## config.mk

```make
export PLATFORM = sky130hd
export DESIGN_NAME = kbd_ps2_receiver
export DESIGN_NICKNAME = d
export VERILOG_FILES = /design/src/rtl/kbd_pkg.sv /design/src/rtl/ps2_to_hack_decode.sv /design/src/rtl/kbd_ps2_receiver.sv
export SDC_FILE = /design/constraint.sdc
export NUM_CORES = 1
export LEC_CHECK = 0
export ABC_AREA = 1
export BUFFER_PORTS_ARGS = -buffer_cell sky130_fd_sc_hd__buf_4
export CAP_MARGIN = 20
export CORE_ASPECT_RATIO = 0.7
export CORE_UTILIZATION = 50
export CTS_CLUSTER_DIAMETER = 60
export CTS_CLUSTER_SIZE = 24
export DETAILED_ROUTE_END_ITERATION = 7
export GPL_TIMING_DRIVEN = 1
export PLACE_DENSITY_LB_ADDON = 0.25
export SLEW_MARGIN = 25
export SYNTH_ARGS = -nofsm -noshare
export SYNTH_HDL_FRONTEND = slang
export SYNTH_HIERARCHICAL = 1
export SYNTH_SLANG_ARGS = --single-unit
```

## constraint.sdc

```tcl
create_clock -name clk -period 3.4 [get_ports clk]
set_input_delay 0.68 -clock clk [delete_from_list [all_inputs] [get_ports clk]]
set_output_delay 0.68 -clock clk [all_outputs]
set_load 0.005 [all_outputs]
```

## src/rtl/kbd_pkg.sv

```systemverilog
// Shared types and constants for the PS/2 keyboard receiver.
package kbd_pkg;

  typedef enum logic [1:0] {
    IDLE,
    DATA,
    PARITY,
    STOP
  } ps2_state_t;

  localparam logic [7:0] SC_EXT   = 8'hE0;
  localparam logic [7:0] SC_BREAK = 8'hF0;

  localparam logic [7:0] KEY_SPACE     = 8'd32;
  localparam logic [7:0] KEY_NEWLINE   = 8'd128;
  localparam logic [7:0] KEY_BACKSPACE = 8'd129;
  localparam logic [7:0] KEY_LEFT      = 8'd130;
  localparam logic [7:0] KEY_UP        = 8'd131;
  localparam logic [7:0] KEY_RIGHT     = 8'd132;
  localparam logic [7:0] KEY_DOWN      = 8'd133;
  localparam logic [7:0] KEY_HOME      = 8'd134;
  localparam logic [7:0] KEY_END       = 8'd135;
  localparam logic [7:0] KEY_PGUP      = 8'd136;
  localparam logic [7:0] KEY_PGDN      = 8'd137;
  localparam logic [7:0] KEY_INS       = 8'd138;
  localparam logic [7:0] KEY_DEL       = 8'd139;
  localparam logic [7:0] KEY_ESC       = 8'd140;
  localparam logic [7:0] KEY_F1        = 8'd141;
  localparam logic [7:0] KEY_F12       = 8'd152;

endpackage

```

## src/rtl/ps2_to_hack_decode.sv

```systemverilog
// Scan-code set 2 byte plus E0 flag to Hack key code.
module ps2_to_hack_decode
  import kbd_pkg::*;
(
  input  logic [7:0]  scan,
  input  logic        ext,
  output logic [15:0] code
);

  logic [7:0] k;

  always_comb begin
    k = 8'd0;
    if (ext) begin
      case (scan)
        8'h6B:   k = KEY_LEFT;
        8'h75:   k = KEY_UP;
        8'h74:   k = KEY_RIGHT;
        8'h72:   k = KEY_DOWN;
        8'h6C:   k = KEY_HOME;
        8'h69:   k = KEY_END;
        8'h7D:   k = KEY_PGUP;
        8'h7A:   k = KEY_PGDN;
        8'h70:   k = KEY_INS;
        8'h71:   k = KEY_DEL;
        default: k = 8'd0;
      endcase
    end else begin
      case (scan)
        8'h1C: k = "A";
        8'h32: k = "B";
        8'h21: k = "C";
        8'h23: k = "D";
        8'h24: k = "E";
        8'h2B: k = "F";
        8'h34: k = "G";
        8'h33: k = "H";
        8'h43: k = "I";
        8'h3B: k = "J";
        8'h42: k = "K";
        8'h4B: k = "L";
        8'h3A: k = "M";
        8'h31: k = "N";
        8'h44: k = "O";
        8'h4D: k = "P";
        8'h15: k = "Q";
        8'h2D: k = "R";
        8'h1B: k = "S";
        8'h2C: k = "T";
        8'h3C: k = "U";
        8'h2A: k = "V";
        8'h1D: k = "W";
        8'h22: k = "X";
        8'h35: k = "Y";
        8'h1A: k = "Z";
        8'h45: k = "0";
        8'h16: k = "1";
        8'h1E: k = "2";
        8'h26: k = "3";
        8'h25: k = "4";
        8'h2E: k = "5";
        8'h36: k = "6";
        8'h3D: k = "7";
        8'h3E: k = "8";
        8'h46: k = "9";
        8'h29: k = KEY_SPACE;
        8'h5A: k = KEY_NEWLINE;
        8'h66: k = KEY_BACKSPACE;
        8'h76: k = KEY_ESC;
        8'h05: k = KEY_F1;
        8'h06: k = KEY_F1 + 8'd1;
        8'h04: k = KEY_F1 + 8'd2;
        8'h0C: k = KEY_F1 + 8'd3;
        8'h03: k = KEY_F1 + 8'd4;
        8'h0B: k = KEY_F1 + 8'd5;
        8'h83: k = KEY_F1 + 8'd6;
        8'h0A: k = KEY_F1 + 8'd7;
        8'h01: k = KEY_F1 + 8'd8;
        8'h09: k = KEY_F1 + 8'd9;
        8'h78: k = KEY_F1 + 8'd10;
        8'h07: k = KEY_F12;
        default: k = 8'd0;
      endcase
    end
  end

  assign code = {8'h00, k};

endmodule

```

## src/rtl/kbd_ps2_receiver.sv

```systemverilog
// PS/2 device-to-host receiver driving the Hack KBD register.
// Build option: PS2_PARITY_CHECK_EN rejects frames with bad odd parity.
module kbd_ps2_receiver
  import kbd_pkg::*;
#(
  parameter int TIMEOUT_CYCLES = 50000,
  parameter int SYNC_STAGES    = 2
) (
  input  logic        clk,
  input  logic        rst_n,
  input  logic        ps2_clk,
  input  logic        ps2_data,
  output logic [15:0] out,
  output logic        byte_valid,
  output logic [7:0]  byte_data,
  output logic        frame_err
);

  localparam int SS = (SYNC_STAGES < 2) ? 2 : SYNC_STAGES;
  localparam int TW = $clog2(TIMEOUT_CYCLES + 1);

  logic [SS-1:0] clk_sync;
  logic [SS-1:0] dat_sync;
  logic          clk_prev;
  logic          clk_s;
  logic          dat_s;
  logic          fall;

  ps2_state_t    state;
  logic [2:0]    bit_cnt;
  logic [7:0]    shift;
  logic          par;
  logic [TW-1:0] tmo_cnt;
  logic          tmo_hit;
  logic          e0_seen;
  logic          f0_seen;
  logic          parity_ok;
  logic [15:0]   code;

  assign clk_s   = clk_sync[SS-1];
  assign dat_s   = dat_sync[SS-1];
  assign fall    = clk_prev & ~clk_s;
  assign tmo_hit = (tmo_cnt == TW'(TIMEOUT_CYCLES - 1));

`ifdef PS2_PARITY_CHECK_EN
  assign parity_ok = ^{shift, par};
`else
  assign parity_ok = 1'b1;
`endif

  ps2_to_hack_decode u_dec (
    .scan (shift),
    .ext  (e0_seen),
    .code (code)
  );

  always_ff @(posedge clk or negedge rst_n) begin
    if (!rst_n) begin
      clk_sync <= '1;
      dat_sync <= '1;
      clk_prev <= 1'b1;
    end else begin
      clk_sync <= {clk_sync[SS-2:0], ps2_clk};
      dat_sync <= {dat_sync[SS-2:0], ps2_data};
      clk_prev <= clk_s;
    end
  end

  always_ff @(posedge clk or negedge rst_n) begin
    if (!rst_n) begin
      state      <= IDLE;
      bit_cnt    <= 3'd0;
      shift      <= 8'h00;
      par        <= 1'b0;
      tmo_cnt    <= '0;
      e0_seen    <= 1'b0;
      f0_seen    <= 1'b0;
      out        <= 16'h0000;
      byte_valid <= 1'b0;
      byte_data  <= 8'h00;
      frame_err  <= 1'b0;
    end else begin
      byte_valid <= 1'b0;
      frame_err  <= 1'b0;
      if (state == IDLE) begin
        tmo_cnt <= '0;
        if (fall && !dat_s) begin
          state   <= DATA;
          bit_cnt <= 3'd0;
        end
      end else if (fall) begin
        tmo_cnt <= '0;
        unique case (state)
          DATA: begin
            shift   <= {dat_s, shift[7:1]};
            bit_cnt <= bit_cnt + 3'd1;
            if (bit_cnt == 3'd7) state <= PARITY;
          end
          PARITY: begin
            par   <= dat_s;
            state <= STOP;
          end
          default: begin
            state <= IDLE;
            if (dat_s && parity_ok) begin
              byte_valid <= 1'b1;
              byte_data  <= shift;
              if (shift == SC_EXT) begin
                e0_seen <= 1'b1;
              end else if (shift == SC_BREAK) begin
                f0_seen <= 1'b1;
              end else begin
                e0_seen <= 1'b0;
                f0_seen <= 1'b0;
                // Break only clears the key that is currently shown.
                if (f0_seen) begin
                  if (code == out) out <= 16'h0000;
                end else if (code != 16'h0000) begin
                  out <= code;
                end
              end
            end else begin
              frame_err <= 1'b1;
            end
          end
        endcase
      end else if (tmo_hit) begin
        state     <= IDLE;
        tmo_cnt   <= '0;
        frame_err <= 1'b1;
      end else begin
        tmo_cnt <= tmo_cnt + TW'(1);
      end
    end
  end

endmodule

```

==> results of run 1 <==
[worst max-delay path by stage]
stage,slack (ns),to
2_1_floorplan,0.84,out[5]
3_3_place_gp,0.36,out[2]
3_5_place_dp,0.40,out[3]
4_1_cts,0.37,out[3]
5_1_grt,0.04,out[1]
6_report,0.27,out[3]
[power groups by stage]
stage          Sequential (mW)  Clock [mW]  Combinational, mW
2_1_floorplan            0.948           0              0.872
3_3_place_gp             0.997           0               1.10
3_5_place_dp              1.00           0               1.12
4_1_cts                  0.993        1.02               1.12
5_1_grt                   1.02        1.06               1.29
6_report                 0.994        1.01               1.14
[metrics by stage]
| step | hold slack (ns) | utilization, % | setup WS [ns] |
|---|---|---|---|
| after floorplan | 0.345 | - | 0.837 |
| after global placement | 0.345 | 55.1 | 0.362 |
| after detailed placement | 0.349 | 55.1 | 0.399 |
| after CTS | 0.357 | 59.0 | 0.368 |
| after global routing | 0.357 | 59.0 | 0.0441 |
| final | 0.356 | 59.0 | 0.274 |
[per-layer routing]
metal  routed length, µm  track usage, %
met5                   0               0
met1                5080            35.5
met3                 914            6.79
met4                 123            5.66
met2                4650            38.7
[synthesized netlist by cell type, types with 2 or more instances]
master	count	area share (%)
clkbuf_1	2	0.17
dfrtp_1	57	33
clkinv_1	2	0.17
buf_4	15	2.6
buf_2	4	0.46
o21bai_1	2	0.34
o21ai_0	35	4.0
nor2_1	66	5.7
nor3_1	11	1.3
nand2_1	243	21
o21ai_1	4	0.46
nor3b_1	2	0.34
nand3_1	68	7.8
inv_1	80	6.9
a21oi_1	14	1.6
ha_1	16	4.6
xor2_1	4	0.80
nor2_4	2	0.52
inv_2	4	0.34
dfstp_2	5	3.0
buf_6	2	0.52
nand4_1	8	1.1
a31oi_1	3	0.43
nand2_2	2	0.29
[cell type report]
cell class / count / share of cell area (%)
tap: 120 / 3.01
inverter: 87 / 6.60
clock buffer: 10 / 4.80
timing repair buffer: 36 / 5.42
clock inverter: 6 / 1.86
multi-input combinational: 501 / 47.0
sequential: 62 / 31.3
[flip-flops by register name (all words and copies together) (netlist names)]
| signal | cells |
|---|---|
| out | 16 |
| f0_seen | 1 |
| shift | 8 |
| bit_cnt | 3 |
| clk_prev | 1 |
| dat_sync | 2 |
| state | 2 |
| clk_sync | 2 |
| frame_err | 1 |
| byte_data | 8 |
| tmo_cnt | 16 |
| byte_valid | 1 |
| e0_seen | 1 |
[cell families after synthesis]
logic type,after synthesis
flip-flops,62
AND/OR/NAND/NOR,409
XOR/XNOR,5
adder cells (fa/ha/maj),16
buffers and inverters,110
other,1
AO/OA/AOI/OAI,63
[worst max-delay path: cells and delay by family (launching register included)]
kind	cells	cell delay [ns]
buf+inv	1	0.25
simple gates	15	1.43
compound gates	2	0.60
flops	1	0.38
fa+ha+maj	1	0.35
==> reports/results.tsv, run 1 <==
stage	metric	value	unit
outcome	run_status	completed	
logic_synthesis	async_reset_ff_share	100	%
timing	final_setup_violation_count	0	
worst_setup_path	path_cells	inv_1, ha_1, nand2_1, o21ai_0, nand2_1, nand2_1, nand2_1, nand2_1, nand2_1, nand2_1, nand2_1, nand2_1, nor2_1, nand3_1, nor3_1, a21oi_4, nand2_4, nand2_1, nand2_1	
floorplan	fp.coreArea	8440	µm²
routing	drt_iter0_markers	377	
logic_synthesis	synth_top_family_by_area	simple AND/OR/NAND/NOR gates	
worst_setup_path	critical_path.endpoint_type	register	
worst_setup_path	timing.rr.start	shift[1]	
final_layout	finish.instance_area	4980	µm²
pwr	p_clk_share	32.1	%
worst_setup_path	worstSetupStartpointType	register	
pwr	cellPowerDensity	631	nW/µm²
clock_network	clk_pin_slew	0.06	ns
global_routing	grt_use_total	25.3	%
routing	antenna_violating_nets_post_route	0	
clock_network	worstSkewPairLatency	0.33	ns
worst_setup_path	critical-path-top-cell-by-count	nand2_1	
worst_setup_path	critical_path_class	register to register	
worst_setup_path	max_stage_delay	0.42	ns
floorplan	die_height	80.2	µm
final_layout	num-nets-final	717	
placed_design	dpl.cell_count	806	
final_layout	antenna-diode-count	0	
clock_network	tritoncts_clock_tree	built	
final_layout	multiInputGateArea	2340	µm²
global_routing	antenna_found_initial	0	
final_layout	fillers	776	
logic_synthesis	fraction_of_the_mapped_netlist_area_in_adder_cells	4.58	%
floorplan	boundaryPins	30	
hold_path	hold_class	register to register	
logic_synthesis	synth-edff-count	0	
routing	drt-vias-per-instance	5.23	
logic_synthesis	ys_warn_count	6	
clock_network	cts_inserted_buffers	9	
routing	routed-via-count	4298	
timing	final_total_negative_setup_slack	0	ns
placed_design	dp_hpwl	7980	µm
worst_setup_path	critical_path_required	3.61	ns
final_layout	post_route_cells_drive_above_1_share	10.4	%
logic_synthesis	synthMuxAreaShare	0	%
final_layout	layout.cells.most_common	nand2_1	
global_routing	global_route.overflow_total	0	
placed_design	final_replace_weighted_congestion	0.956	
timing	slew_violations	0	
worst_setup_path	worst-r2r-cell-count	19	
worst_setup_path	cpMaxStageDelayCell	a21oi_4	
timing	worst_pin_slew	0.779	ns
floorplan	dieArea	9120	µm²
pwr	total_leakage_power	2.55	nW
logic_synthesis	post_synth.cell_area_avg	6.56	µm²
hold_path	worstHoldStart	clk_sync[0]	
timing	skew	0.00531	ns
clock_network	ctsHtreeMaxLevel	3	
floorplan	start_util	51.7	%
floorplan	placementRows	28	
pwr	power.sequential.fraction	31.6	%
logic_synthesis	yosysUniqueCellTypes	39	
floorplan	die_width	114	µm
final_layout	most-common-layout-cells	nand2_1 (243), inv_1 (80), nand3_1 (68)	
worst_setup_path	reg2reg_setup_slack	0.27	ns
clock_network	holdBufCountCts	0	
clock_network	cts_setup_buffers	0	
worst_setup_path	crit_fanout	17	
final_layout	regArea	1560	µm²
hold_path	worstHoldPathCells	0	
flow_run	maxCapViolCount	0	
global_routing	number_of_global_route_vias_before_repair	3856	
routing	detail_routed_net_length_per_standard_cell	13.1	µm
pwr	internal-power	1.89	mW
pwr	logic_gate_share_of_total_power	36.3	%
worst_setup_path	critPathArrivalTime	3.34	ns
final_layout	layout.cells.non_filler	822	
placed_design	place.port_buffers	29	
pwr	switching_power_summed_over_all_nets	1.25	mW
pwr	design_power	3.14	mW
placed_design	placedInstanceArea	4650	µm²
logic_synthesis	yosys_register_bits	62	
pwr	p_sw_share	39.7	%
routing	count_of_tritonroute_iterations_in_the_first_routing_pass	5	
timing	timing_hold_violations_final	0	
routing	route.detailed.drc	0	
routing	wl	10800	µm
final_layout	area_growth	14.1	%
worst_setup_path	startpoint	shift[1]	
timing	min_period_over_period	92.0	%
pwr	ir_drop	0.000434	V
global_routing	grt_first_pass_wirelength	18200	µm
global_routing	grt_max_degree	63	
clock_network	ctsRootBufferMaster	clkbuf_16	
worst_setup_path	reg2reg_to	out[3]	
timing	post-route-min-period	3.13	ns
clock_network	clk_path_buf_depth	2	
clock_network	cts_num_sinks	62	
timing	max_freq	320	MHz
timing	grt_setup_unrepaired	no	
logic_synthesis	ys_dominant_reg_cell	dfrtp_1	
logic_synthesis	synth_compound_area_share	7.97	%
logic_synthesis	synthCells	666	
timing	relative_slew_slack	48.0	%
clock_network	postCtsResizedCells	0	
hold_path	sink_of_the_worst_hold_path	clk_sync[1]	
logic_synthesis	synth.cell_area	4370	µm²
logic_synthesis	synth-xor-area-share	1.00	%
logic_synthesis	yosysSeqAreaShare	35.7	%
logic_synthesis	synth_simple_gate_area_share	39.4	%
(Power assumes the default switching activity.)
==> run 2: changes to the inputs <==
- CORE_UTILIZATION: 50 -> 55
- TNS_END_PERCENT: unset -> 10
==> reports/results.tsv, run 2 (synthesized netlist as in run 1, its figures left out) <==
stage	metric	value	unit
pwr	switching_power_summed_over_all_nets	1.30	mW
pwr	p_sw_share	41.6	%
timing	max_freq	324	MHz
floorplan	placementRows	26	
timing	final_setup_violation_count	0	
worst_setup_path	critPathArrivalTime	3.29	ns
clock_network	cts_inserted_buffers	9	
global_routing	number_of_global_route_vias_before_repair	3987	
global_routing	antenna_found_initial	0	
timing	relative_slew_slack	47.5	%
timing	slew_violations	0	
placed_design	dp_hpwl	8200	µm
hold_path	sink_of_the_worst_hold_path	dat_sync[1]	
timing	setup_slack	0.318	ns
worst_setup_path	reg2reg_setup_slack	0.32	ns
global_routing	global_route.overflow_total	0	
worst_setup_path	worst-r2r-cell-count	21	
timing	worst_pin_slew	0.787	ns
outcome	run_status	completed	
timing	min_period_over_period	90.6	%
timing	timing_hold_violations_final	0	
clock_network	cts_num_sinks	62	
final_layout	num-nets-final	719	
final_layout	post_route_cells_drive_above_1_share	10.9	%
final_layout	most-common-layout-cells	nand2_1 (243), inv_1 (80), nand3_1 (68)	
global_routing	grt_first_pass_wirelength	19000	µm
routing	routed-via-count	4397	
placed_design	final_replace_weighted_congestion	1.07	
routing	detail_routed_net_length_per_standard_cell	14.1	µm
clock_network	holdBufCountCts	0	
clock_network	clk_path_buf_depth	2	
global_routing	grt_use_total	29.5	%
floorplan	boundaryPins	30	
worst_setup_path	critical_path.endpoint_type	register	
pwr	cellPowerDensity	630	nW/µm²
worst_setup_path	crit_fanout	16	
pwr	power.sequential.fraction	32.3	%
floorplan	dieArea	8310	µm²
clock_network	ctsRootBufferMaster	clkbuf_16	
clock_network	worstSkewPairLatency	0.33	ns
floorplan	fp.coreArea	7480	µm²
pwr	total_leakage_power	2.54	nW
routing	wl	11300	µm
pwr	logic_gate_share_of_total_power	37.5	%
hold_path	worstHoldStart	dat_sync[0]	
floorplan	start_util	58.4	%
clock_network	ctsHtreeMaxLevel	3	
timing	post-route-min-period	3.08	ns
routing	count_of_tritonroute_iterations_in_the_first_routing_pass	7	
timing	skew	0.00691	ns
final_layout	reg.largest.list	out x16, tmo_cnt x16	
worst_setup_path	timing.rr.start	shift[1]	
routing	antenna_violating_nets_post_route	0	
final_layout	area_growth	13.4	%
worst_setup_path	critical_path_required	3.61	ns
floorplan	die_width	109	µm
floorplan	die_height	76.6	µm
clock_network	clk_pin_slew	0.06	ns
worst_setup_path	critical_path_class	register to register	
worst_setup_path	worstSetupStartpointType	register	
pwr	ir_drop	0.000442	V
hold_path	worstHoldPathCells	0	
routing	drt-vias-per-instance	5.48	
timing	final_total_negative_setup_slack	0	ns
placed_design	place_ws	0.276	ns
pwr	p_clk_share	30.2	%
flow_run	maxCapViolCount	0	
routing	route.detailed.drc	0	
routing	drt_iter0_markers	534	
hold_path	hold_class	register to register	
timing	grt_setup_unrepaired	no	
pwr	internal-power	1.82	mW
global_routing	grt_max_degree	63	
placed_design	place.port_buffers	29	
clock_network	tritoncts_clock_tree	built	
worst_setup_path	reg2reg_to	out[6]	
final_layout	layout.cells.most_common	nand2_1	
final_layout	antenna-diode-count	0	
[run 2: layout make-up]
type	count	area (µm²)
timing repair buffer	38	285
sequential	62	1560
multi-input combinational	501	2340
clock buffer	10	239
fill	639	2530
tap	98	123
clock inverter	6	70.1
inverter	87	329
[run 2: critical path, stage by stage (launching register included)]
cell     delay, ns
dfrtp_2       0.48
inv_1         0.27
ha_1          0.36
nand3_1       0.24
nand2_1       0.13
nand3_1       0.08
nand2_1       0.07
nand3_1       0.08
nand2_1       0.07
nand2_1       0.05
nand2_1       0.10
inv_1         0.08
nand2_1       0.07
nand2_1       0.05
nor2_1        0.16
nand2_1       0.10
nor2_1        0.11
nand2_1       0.06
nand2_1       0.09
nand2_4       0.14
nand2_1       0.10
nand2_1       0.06
[run 2: repair_timing]
action,CTS,global route
resized for setup,0,2
setup buffers,0,3
endpoints found under the setup margin,0,16
[run 2: power groups by stage]
| stage | logic (mW) | registers, mW | clock network [mW] |
|---|---|---|---|
| after floorplan | 0.872 | 0.948 | 0 |
| after global routing | 1.32 | 1.02 | 0.984 |
| final | 1.17 | 1.01 | 0.940 |
| after global placement | 1.10 | 1.01 | 0 |
| after detailed placement | 1.12 | 1.01 | 0 |
| after CTS | 1.13 | 1.00 | 0.950 |
[run 2: per-layer routing]
layer,GRT usage [%],up-vias,wire [µm]
met5,3.25,-,0
met1,44.2,1997,5370
met4,7.43,0,160
met2,40.8,223,4540
li1,-,2150,-
met3,9.07,27,1220
[run 2: metrics by stage]
stage | hold WS (ns) | instance area (µm²) | utilization (%) | cells | total power, mW
floorplan | 0.345 | 4390 | - | 673 | 1.82
global placement | 0.346 | 4620 | 61.7 | 783 | 2.11
detailed placement | 0.349 | 4620 | 61.7 | 783 | 2.14
CTS | 0.358 | 4920 | 65.8 | 799 | 3.09
global route | 0.363 | 4950 | 66.2 | 802 | 3.33
finish | 0.357 | 4950 | 66.2 | 802 | 3.12
[run 2: how the worst max path moves through the flow]
stage                     depth (start not counted)      to     start
after floorplan                                  16  out[5]  shift[1]
after global placement                           19  out[2]  shift[1]
after detailed placement                         19  out[4]  shift[1]
after CTS                                        19  out[6]  shift[1]
after global routing                             23  out[4]  shift[1]
final                                            21  out[6]  shift[1]
==> run 3: changes to the inputs <==
- CAP_MARGIN: 20 -> 30
- CORE_UTILIZATION: 55 -> 51
==> reports/results.tsv, run 3 (synthesized netlist as in run 1, its figures left out) <==
stage	metric	value	unit
floorplan	die_width	113	µm
clock_network	ctsHtreeMaxLevel	3	
worst_setup_path	setup.worst_path.end	out[0]	
timing	skew	0.00464	ns
routing	drt-vias-per-instance	5.45	
floorplan	placementRows	27	
worst_setup_path	critical_path.endpoint_type	register	
floorplan	start_util	54.1	%
final_layout	finish.instance_area	4960	µm²
pwr	cellPowerDensity	627	nW/µm²
final_layout	post_route_cells_drive_above_1_share	10.8	%
timing	post-route-min-period	3.12	ns
placed_design	dpl.cell_count	790	
timing	worst_pin_slew	0.786	ns
global_routing	grt_max_degree	63	
clock_network	cts_inserted_buffers	9	
worst_setup_path	critical_path_class	register to register	
worst_setup_path	worstSetupStartpointType	register	
floorplan	dieArea	8940	µm²
worst_setup_path	reg2reg_to	out[0]	
routing	drt_iter0_markers	513	
pwr	ir_drop	0.000398	V
worst_setup_path	critical-path-top-cell-by-count	nand2_1	
outcome	run_status	completed	
clock_network	postCtsResizedCells	0	
clock_network	cts_setup_buffers	0	
final_layout	layout.cells.non_filler	806	
clock_network	cts_num_sinks	62	
timing	max_freq	320	MHz
pwr	total_leakage_power	2.55	nW
floorplan	die_height	79.4	µm
final_layout	most-common-layout-cells	nand2_1 (243), inv_1 (80), nand3_1 (68)	
final_layout	area_growth	13.5	%
timing	final_setup_violation_count	0	
placed_design	dp_hpwl	8350	µm
clock_network	clk_path_buf_depth	2	
hold_path	hold_class	register to register	
clock_network	ctsRootBufferMaster	clkbuf_16	
clock_network	worstSkewPairLatency	0.33	ns
global_routing	global_route.overflow_total	0	
clock_network	holdBufCountCts	0	
worst_setup_path	timing.rr.start	shift[1]	
final_layout	antenna-diode-count	0	
worst_setup_path	startpoint	shift[1]	
timing	final_total_negative_setup_slack	0	ns
routing	antenna_violating_nets_post_route	0	
final_layout	post-route-util	61.4	%
timing	timing_hold_violations_final	0	
final_layout	layout.cells.most_common	nand2_1	
timing	min_period_over_period	91.9	%
placed_design	place.port_buffers	29	
timing	setup_slack	0.276	ns
placed_design	placedInstanceArea	4650	µm²
routing	wl	11400	µm
timing	relative_slew_slack	47.6	%
placed_design	final_replace_weighted_congestion	1.03	
routing	detail_routed_net_length_per_standard_cell	14.2	µm
global_routing	number_of_global_route_vias_before_repair	3934	
worst_setup_path	max_stage_delay	0.43	ns
floorplan	boundaryPins	30	
worst_setup_path	crit_fanout	17	
routing	count_of_tritonroute_iterations_in_the_first_routing_pass	6	
placed_design	place_ws	0.409	ns
worst_setup_path	critical_path_required	3.62	ns
floorplan	fp.coreArea	8070	µm²
flow_run	maxCapViolCount	0	
timing	grt_setup_unrepaired	no	
worst_setup_path	reg2reg_setup_slack	0.28	ns
timing	hold_slack	0.361	ns
global_routing	grt_first_pass_wirelength	19200	µm
clock_network	clk_pin_slew	0.06	ns
global_routing	grt_use_total	27.8	%
worst_setup_path	worst-r2r-cell-count	19	
pwr	design_power	3.11	mW
timing	slew_violations	0	
worst_setup_path	cpMaxStageDelayCell	a21oi_4	
worst_setup_path	critPathArrivalTime	3.34	ns
routing	route.detailed.drc	0	
routing	routed-via-count	4391	
final_layout	reg.largest.list	out x16, tmo_cnt x16	
clock_network	tritoncts_clock_tree	built	
final_layout	num-nets-final	720	
global_routing	antenna_found_initial	0	
worst_setup_path	path_cells	inv_1, ha_1, nand2_1, o21ai_0, nand2_1, nand2_1, nand2_1, nand2_1, nand2_1, nand2_1, nand2_1, nand2_1, nor2_1, nand3_1, nor3_1, a21oi_4, nand2_4, nand2_1, nand2_1	
[run 3: cell count changes in the layout (fill, tap and decap cells not counted), sizes merged]
cell	change
buf	+1
clkinvlp	-1
inv	+1
[run 3: worst min path at each step]
stage	to	slack [ns]	from	cells past startpoint
after CTS	clk_sync[1]	0.37	clk_sync[0]	0
final	dat_sync[1]	0.36	dat_sync[0]	0
after detailed placement	dat_sync[1]	0.35	dat_sync[0]	0
after global placement	clk_sync[1]	0.35	clk_sync[0]	0
after floorplan	clk_sync[1]	0.35	clk_sync[0]	0
after global routing	dat_sync[1]	0.36	dat_sync[0]	0
[run 3: critical path, delay by kind of cell (launching register included)]
kind / cells / cell delay, ns
AO/OA/AOI/OAI: 2 / 0.58
flip-flops: 1 / 0.37
buffers and inverters: 1 / 0.23
adder cells (fa/ha/maj): 1 / 0.33
AND/OR/NAND/NOR: 15 / 1.47
[run 3: where the power goes]
group          total (mW)  internal (mW)  switching [mW]
Combinational        1.17          0.383           0.782
Clock               0.944          0.591           0.353
Sequential          0.998          0.848           0.150
[run 3: area by class of cell]
class	instances	area (µm²)
clock buffer	10	239
clock inverter	6	67.6
fill	724	3120
inverter	87	329
multi-input combinational	501	2340
sequential	62	1560
tap	101	126
timing repair buffer	39	293
[run 3: routing by layer]
layer  vias to the layer above  GRT usage (%)  share of wire, %
met1                      1976           42.2                49
li1                       2149              -                 -
met2                       232           37.5                38
met5                         -              0                 0
met4                         0           8.13               1.6
met3                        34           7.82                12
